File: src/rtl/adder_bist_pkg.sv
// Shared types and constants for the adder BIST driver/checker.
// Case vector is {carry_in, b, a}.
package adder_bist_pkg;

   typedef enum logic [1:0] {
      IDLE,
      SETTLE,
      CHECK,
      DONE
   } state_t;

   localparam int NUM_CASE_BITS = 17;
   localparam int ERR_CNT_BITS  = 18;

   localparam logic [NUM_CASE_BITS-1:0] LAST_CASE = 17'h1FFFF;

endpackage

File: src/rtl/adder_bist_flex_counter.sv
// Up-counter with synchronous clear; flags when count equals rollover_val.
// Wraps to zero after the rollover value.
module flex_counter #(
   parameter int NUM_CNT_BITS = 4
) (
   input  logic                    clk,
   input  logic                    n_rst,
   input  logic                    clear,
   input  logic                    count_enable,
   input  logic [NUM_CNT_BITS-1:0] rollover_val,
   output logic                    rollover_flag
);

   logic [NUM_CNT_BITS-1:0] count;

   always_ff @(posedge clk) begin
      if (!n_rst) begin
         count <= '0;
      end else if (clear) begin
         count <= '0;
      end else if (count_enable) begin
         if (count == rollover_val) begin
            count <= '0;
         end else begin
            count <= count + 1'b1;
         end
      end
   end

   assign rollover_flag = (count == rollover_val);

endmodule

File: src/rtl/adder_bist_8bit.sv
// Exhaustive self-test sweep for the adder: drives every {cin,b,a} case,
// waits the settle time, then checks sum/overflow against a 9-bit golden sum.
module adder_bist_8bit
   import adder_bist_pkg::*;
#(
   parameter int NUM_BITS      = 8,
   parameter int SETTLE_CYCLES = 1
) (
   input  logic                    clk,
   input  logic                    n_rst,
   input  logic                    start,
   output logic [NUM_BITS-1:0]     a_out,
   output logic [NUM_BITS-1:0]     b_out,
   output logic                    carry_in_out,
   input  logic [NUM_BITS-1:0]     sum_in,
   input  logic                    overflow_in,
   output logic                    busy,
   output logic                    done,
   output logic                    pass,
   output logic [ERR_CNT_BITS-1:0] error_count,
   output logic                    first_fail_valid,
   output logic [2*NUM_BITS:0]     first_fail_case
);

   localparam int CW = 2 * NUM_BITS + 1;
   localparam int TW = (SETTLE_CYCLES > 1) ? $clog2(SETTLE_CYCLES) : 1;
   localparam logic [CW-1:0] LAST = '1;

   state_t          state;
   logic [CW-1:0]   case_q;
   logic [NUM_BITS:0] golden;
   logic            mismatch;
   logic            settle_done;

   assign a_out        = case_q[NUM_BITS-1:0];
   assign b_out        = case_q[2*NUM_BITS-1:NUM_BITS];
   assign carry_in_out = case_q[2*NUM_BITS];

   // Full-width sum so the carry out is compared, not dropped.
   assign golden = {1'b0, a_out}
                 + {1'b0, b_out}
                 + {{NUM_BITS{1'b0}}, carry_in_out};

   assign mismatch = (golden[NUM_BITS-1:0] != sum_in)
                  || (golden[NUM_BITS] != overflow_in);

   flex_counter #(
      .NUM_CNT_BITS(TW)
   ) u_settle (
      .clk          (clk),
      .n_rst        (n_rst),
      .clear        (state != SETTLE),
      .count_enable (state == SETTLE),
      .rollover_val (TW'(SETTLE_CYCLES - 1)),
      .rollover_flag(settle_done)
   );

   always_ff @(posedge clk) begin
      if (!n_rst) begin
         state            <= IDLE;
         case_q           <= '0;
         busy             <= 1'b0;
         done             <= 1'b0;
         pass             <= 1'b0;
         error_count      <= '0;
         first_fail_valid <= 1'b0;
         first_fail_case  <= '0;
      end else begin
         unique case (state)
            IDLE, DONE: begin
               if (start) begin
                  state            <= SETTLE;
                  case_q           <= '0;
                  error_count      <= '0;
                  first_fail_valid <= 1'b0;
                  done             <= 1'b0;
                  pass             <= 1'b0;
                  busy             <= 1'b1;
               end
            end
            SETTLE: begin
               if (settle_done) begin
                  state <= CHECK;
               end
            end
            CHECK: begin
               if (mismatch) begin
                  if (error_count != '1) begin
                     error_count <= error_count + 1'b1;
                  end
                  if (!first_fail_valid) begin
                     first_fail_valid <= 1'b1;
                     first_fail_case  <= case_q;
                  end
               end
               // Terminal test precedes the increment so the sweep never wraps.
               if (case_q == LAST) begin
                  state <= DONE;
                  busy  <= 1'b0;
                  done  <= 1'b1;
                  pass  <= (error_count == '0) && !mismatch;
               end else begin
                  case_q <= case_q + 1'b1;
                  state  <= SETTLE;
               end
            end
         endcase
      end
   end

endmodule

File: config.mk
export PLATFORM = sky130hd
export DESIGN_NAME = adder_bist_8bit
export DESIGN_NICKNAME = d
export VERILOG_FILES = /design/src/rtl/adder_bist_pkg.sv /design/src/rtl/adder_bist_flex_counter.sv /design/src/rtl/adder_bist_8bit.sv
export SDC_FILE = /design/constraint.sdc
export NUM_CORES = 1
export LEC_CHECK = 0
export CAP_MARGIN = 10
export CORE_MARGIN = 1.5
export CORE_UTILIZATION = 35
export CTS_CLUSTER_SIZE = 28
export DETAILED_ROUTE_END_ITERATION = 8
export PLACE_DENSITY = 0.7
export SKIP_CTS_REPAIR_TIMING = 1
export SYNTH_ARGS = -nofsm -noshare
export SYNTH_HDL_FRONTEND = slang
export SYNTH_SLANG_ARGS = --single-unit
export TNS_END_PERCENT = 30
File: constraint.sdc
create_clock -name clk -period 3.08 [get_ports clk]
set_input_delay 0.308 -clock clk [delete_from_list [all_inputs] [get_ports clk]]
set_output_delay 0.308 -clock clk [all_outputs]
set_load 0.02 [all_outputs]
## Yosys cells after proc, flatten, opt, wreduce, memory -nomap -nowiden

Cells that the tools add are included.

| word-level totals | value |
|---|---|
| input port bits | 12 |
| bits in read-only memories | 0 |
| memories | 0 |
| output and inout port bits | 56 |
| logic and storage cells | 66 |
| register bits after elaboration | 59 |
| RAM bits | 0 |
| latch bits | 0 |

| operators by class | value |
|---|---|
| $add $sub $neg | 5 |
| bitwise logic cells | 2 |
| shift operators | 0 |
| multiply operators | 0 |
| equality and inequality tests | 14 |
| $lt $le $gt $ge | 0 |
| divide/modulo/power cells | 0 |
| reduce and logical (&&, ||, !) cells | 14 |
| muxes and demuxes | 22 |

Operators by type and width:

| cell | count |
|---|---|
| $mux W18 | 3 |
| $pmux W18 S2 | 1 |
| $mux W17 | 2 |
| $pmux W17 S2 | 1 |
| $add A18 B1 Y18 const B | 1 |
| $logic_not A18 Y1 | 1 |
| $ne A18 B18 Y1 const B | 1 |
| $add A17 B1 Y17 const B | 1 |
| $eq A17 B17 Y1 const B | 1 |
| $ne A2 B2 Y1 const B | 6 |
| $reduce_and A3 Y1 | 4 |
| $add A8 B8 Y9 | 1 |
| $add A9 B1 Y9 | 1 |
| $ne A8 B8 Y1 | 1 |
| $pmux W1 S2 | 4 |
| $mux W1 | 7 |
| $mux W2 | 3 |
| $pmux W2 S3 | 1 |
| $eq A2 B2 Y1 const B | 2 |
| $reduce_and A4 Y1 | 1 |
| $reduce_or A2 Y1 | 2 |
| $eq A2 B1 Y1 const B | 1 |
| $logic_not A2 Y1 | 1 |
| $ne A2 B1 Y1 const B | 1 |
| 8 further kinds | 9 |

## Longest topological paths before layout

| logic depth | value |
|---|---|
| word-level depth | 8 |
| depth in mapped cells | 15 |
| mapped depth without buffers | 12 |

## Hierarchy

Synthesis repeated with hierarchy kept, for this count alone.

| second synthesis, totals | value |
|---|---|
| cells, all modules | 424 |
| area total of the unflattened synthesis | 3,499.6 um2 |

Modules (own cells, without submodules):

| module | cells each | seq. area each (um2) | area each (um2) | instances |
|---|---|---|---|---|
| adder_bist_8bit | 419 | 1,161.1 | 3,440.8 | 1 |
| flex_counter | 5 | 20.0 | 58.8 | 1 |

## Worst setup path after synthesis

OpenSTA, ideal clock, no wires.

| path | value |
|---|---|
| kind | reg2reg |
| start | register case_q[0] |
| end | register first_fail_case[9] |
| period minus slack after synthesis | 3,411 ps |
| stages on the path, launching flop included | 15 |
| path buffers | 3 |
| library setup time | 128 ps |
| path slack | -331 ps |
| data required time | 2,952 ps |
| arrival | 3,284 ps |
| cell sequence | dfxtp_1 -> inv_1 -> fa_1 -> inv_1 -> fa_1 -> xor2_1 -> or3_4 -> a2111oi_4 -> and4_1 -> buf_4 -> nor3b_2 -> buf_6 -> buf_12 -> mux2i_1 -> nor2_1 |

| between the ends | value |
|---|---|
| longest elaborated chain between the ends | 5 |
| elaborated cells on any way between the ends | 6 |
| classes of those cells | 2 x add/sub; 2 x eq/ne; 2 x reduce/logical |

Ends and longest elaborated chain:

| what | RTL line | RTL |
|---|---|---|
| start: declaration | adder_bist_8bit.sv:30 | `logic [CW-1:0] case_q;` |
| start signal: assignment | adder_bist_8bit.sv:103 | `case_q <= case_q + 1'b1;` |
| $add A8 B8 Y9 (*) | adder_bist_8bit.sv:41 | `+ {1'b0, b_out}` |
| $add A9 B1 Y9 (*) | adder_bist_8bit.sv:42 | `+ {{NUM_BITS{1'b0}}, carry_in_out};` |
| $ne A8 B8 Y1 / $ne A1 B1 Y1 (equally long branches) | adder_bist_8bit.sv:44, adder_bist_8bit.sv:45 |  |
| $logic_or A1 B1 Y1 (*) | adder_bist_8bit.sv:45 | `\|\| (golden[NUM_BITS] != overflow_in);` |
| $reduce_and A3 Y1 (no source line) (*) | n/a |  |
| end signal: assignment | adder_bist_8bit.sv:93 | `first_fail_case <= case_q;` |
| end: declaration | adder_bist_8bit.sv:22 | `output logic [2*NUM_BITS:0] first_fail_case` |

Every way passes the cells marked *; elsewhere a longest branch is shown, timed or not.
A chain may end at the register's enable or synchronous reset.

## Final worst setup path

| path | value |
|---|---|
| start | register case_q[8] |
| end | register error_count[10] |

| between the ends | value |
|---|---|
| longest elaborated chain between the ends | 6 |
| elaborated cells on any way between the ends | 7 |
| classes of those cells | 2 x add/sub; 3 x eq/ne; 2 x reduce/logical |

Ends and longest elaborated chain:

| what | RTL line | RTL |
|---|---|---|
| $add A8 B8 Y9 (*) | adder_bist_8bit.sv:41 |  |
| $add A9 B1 Y9 (*) | adder_bist_8bit.sv:42 |  |
| $ne A8 B8 Y1 / $ne A1 B1 Y1 (equally long branches) | adder_bist_8bit.sv:44, adder_bist_8bit.sv:45 |  |
| $logic_or A1 B1 Y1 (*) | adder_bist_8bit.sv:45 |  |
| $ne A2 B2 Y1 (no source line) (*) | n/a |  |
| $reduce_and A4 Y1 (no source line) (*) | n/a |  |
| end signal: assignment | adder_bist_8bit.sv:89 | `error_count <= error_count + 1'b1;` |
| end: declaration | adder_bist_8bit.sv:20 | `output logic [ERR_CNT_BITS-1:0] error_count,` |

Marked as above.

==> flow_summary.json <==
{
  "antennaDiodeCount": 0,
  "synthCells": 395,
  "hold_viol": 0,
  "rsz0062_at_grt": "true",
  "ir_drop_uv": 269,
  "via_per_inst": 5.38,
  "drt_pass1_iterations": 5,
  "synth-edff-count": 0,
  "seqPwrFrac": 0.344,
  "antenna_found_initial": 0,
  "post_drt_wl_per_cell_um": 14.7,
  "synth_top_area_frac": 0.349,
  "met1_usage": 0.231,
  "cp-end-kind": "register",
  "synth_mux_area_frac": 0.0512,
  "setup_violations": 35,
  "final_max_slew_viol_count": 0,
  "p_leak_nw": 1.61,
  "path_clk_slew_ps": 70,
  "p_clk_frac": 0.354,
  "grt_max_degree": 23,
  "drc": 0,
  "synthFlopType": "dfxtp_1",
  "hpwl_um": 6380,
  "worst-endpoint-arrival_ps": 3440,
  "worstPathMaxFanout": 7,
  "fin_crit_ps": 3190,
  "yosys.area_share.adder": 0.0648,
  "worst-setup-path-type": "register to register",
  "synthTopCellsByCount": "58 x dfxtp_1, 47 x nor2_1, 35 x nand2_1, 20 x nand3_1, 17 x mux2i_1",
  "grt_pass1_vias": 3065,
  "die_y_um": 100,
  "start_kind": "register",
  "synth_xor_area_frac": 0.0633,
  "synthTopCellsByArea": "dfxtp_1 35%, nor2_1 5.3%, ha_1 5.3%, mux2i_1 5.1%, nand2_1 4.0%",
  "grtUsageMet3": 0.0425,
  "routabilityCongestion": 0.857,
  "p_sw_mw": 0.749,
  "io-pin-count": 68,
  "numCtsBuffers": 9,
  "syn_area_per_cell_sq_um": 8.41,
  "relSlewSlack": 0.552,
  "synthDistinctLibCells": 53,
  "start_util": 0.360,
  "intPower_mw": 1.58,
  "min-delay-start": "first_fail_case[16]$_SDFFE_PN0P_",
  "antenna_left": 0,
  "fin_crit_sh": 1.03,
  "timing.fmax_ghz": 0.314,
  "drive_above_1_share": 0.130,
  "required_ps": 3340,
  "vias": 3294,
  "cts_sinks": 58,
  "area_growth_pct": 37.2,
  "ys_seq_area_frac": 0.349,
  "cellPowerDensity_nw_per_um2": 510,
  "track_usage": 0.180,
  "synth_compound_area_frac": 0.152,
  "rows": 35,
  "drv_cap": 0,
  "grt_overflow": 0,
  "status": "finished, violations left",
  "yosysMostFrequentCell": "dfxtp_1",
  "htree_num_levels": 3,
  "synth_warnings": 0,
  "fillCellCount": 886,
  "grt_pass1_wl_um": 14500,
  "utilization": 0.493,
  "met2_usage": 0.295,
  "rr_startpoint": "case_q[8]$_SDFFE_PN0P_",
  "finClkSkew_ps": 9.81,
  "comb_power_share": 0.303,
  "drt_iter0_markers": 178,
  "post-place-ws_ps": -101,
  "synth_nets": 423,
  "hp-class": "register to register",
  "root_buffer": "clkbuf_8",
  "synth_seq_cells": 58,
  "port_buffers": 67,
  "sw_frac_of_total": 0.322,
  "die_w_um": 100,
  "cts_tree": "done",
  "clockBufferDepth": 2,
  "yosys.area.top_type": "dfxtp_1",
  "nets": 506,
  "synth_top_family_by_area": "simple AND/OR/NAND/NOR gates",
  "synth_area_sq_um": 3320,
  "synthSimpleGateAreaFrac": 0.265,
  "worstSkewPairLatency_ps": 330,
  "busiest_layer": "met2",
  "violations": "negative setup slack",
  "routed_wl_um": 9010,
  "fin_ws_ps": -107,
  "dieArea_sq_um": 10100,
  "coreArea_sq_um": 9240,
  "startpoint": "case_q[8]$_SDFFE_PN0P_",
  "synthArstFlopShare": 0,
  "worst_slew_pin_slew_ps": 671,
  "tns_ps": -2520
}
==> through the flow <==
stage	hold slack, ps	power, mW	cells	area [sq um]
6_report	492	2.33	612	4560
5_1_grt	530	2.45	612	4560
4_1_cts	503	2.34	607	4490
3_5_place_dp	487	1.51	591	4250
3_3_place_gp	478	1.50	591	4250
2_1_floorplan	479	1.30	395	3340
==> state kept, by name, indices dropped and copies added (netlist names) <==
| name | flops |
|---|---|
| busy | 1 |
| case_q | 17 |
| done | 1 |
| error_count | 18 |
| first_fail_case | 17 |
| first_fail_valid | 1 |
| pass | 1 |
| state | 2 |
==> cell usage in the layout, fill, tap and decap left out, types with 3 or more instances in the layout <==
master,synthesis,routed
a31oi_1,13,13
or3_1,5,4
dfxtp_4,0,3
o211ai_1,5,5
a21o_1,5,5
inv_2,0,4
o21ai_1,1,3
ha_1,14,14
inv_1,14,10
nand3_1,20,19
mux2i_1,17,17
nand3b_1,3,3
xnor2_1,12,12
nand4_1,12,12
a22oi_1,5,5
o21ai_0,12,10
nand2_1,35,35
xor2_1,12,12
buf_6,3,3
dfxtp_1,58,55
nand2b_1,6,6
clkdlybuf4s50_1,0,67
a21oi_1,12,12
and4_1,4,3
clkbuf_8,0,12
buf_12,1,3
buf_4,2,21
nand4b_1,6,6
nor3_1,13,13
nor2_1,47,46
nor4_1,5,5
nor2b_1,3,3
and3_1,5,5
==> cells by family (layout without fill, tap and decap cells) <==
logic type | after synthesis | count (layout)
XOR/XNOR | 24 | 24
AO/OA/AOI/OAI | 72 | 72
multiplexers | 17 | 17
adder cells (fa/ha/maj) | 16 | 16
flip-flops | 58 | 58
buffers and inverters | 36 | 124
AND/OR/NAND/NOR | 172 | 172
==> final timing paths <==
kind / end / slack (ps) / cells after the start
hold reg to reg: first_fail_case[16]$_SDFFE_PN0P_ / 490 / 2
setup / recovery: error_count[10]$_SDFFE_PN0P_ / -110 / 15
hold / removal: first_fail_case[16]$_SDFFE_PN0P_ / 490 / 2
setup reg to reg: error_count[10]$_SDFFE_PN0P_ / -110 / 15
==> power by group through the flow <==
stage	logic, mW	clock network, mW	registers, mW
finish	0.704	0.823	0.800
floorplan	0.477	0	0.827
CTS	0.698	0.847	0.799
global route	0.770	0.875	0.803
global placement	0.688	0	0.814
detailed placement	0.695	0	0.816
==> worst max-delay path: stages, from the launching register on <==
cell	delay, ps
dfxtp_4	350
inv_2	70
fa_2	220
inv_2	50
fa_2	390
a211oi_4	270
buf_4	150
o21ai_1	60
a21oi_1	160
xnor2_1	120
and4_4	210
buf_12	140
buf_6	130
buf_4	130
or4_1	510
a31oi_1	160
==> layout make-up <==
cell class	count	area, sq um	area share
flip-flops and latches	58	1170	0.257
inverters	14	52.6	0.0115
multi-input cells	301	2010	0.442
clock inverters	4	72.6	0.0159
well taps	129	161	0.0354
clock buffers	12	165	0.0362
repair buffers	94	922	0.202
==> routing by layer <==
metal	part of all wire	up-vias
met5	0	-
met4	0.011	0
met3	0.052	7
met2	0.47	110
met1	0.47	1579
li1	-	1598
Power figures use the tool's default switching activity.
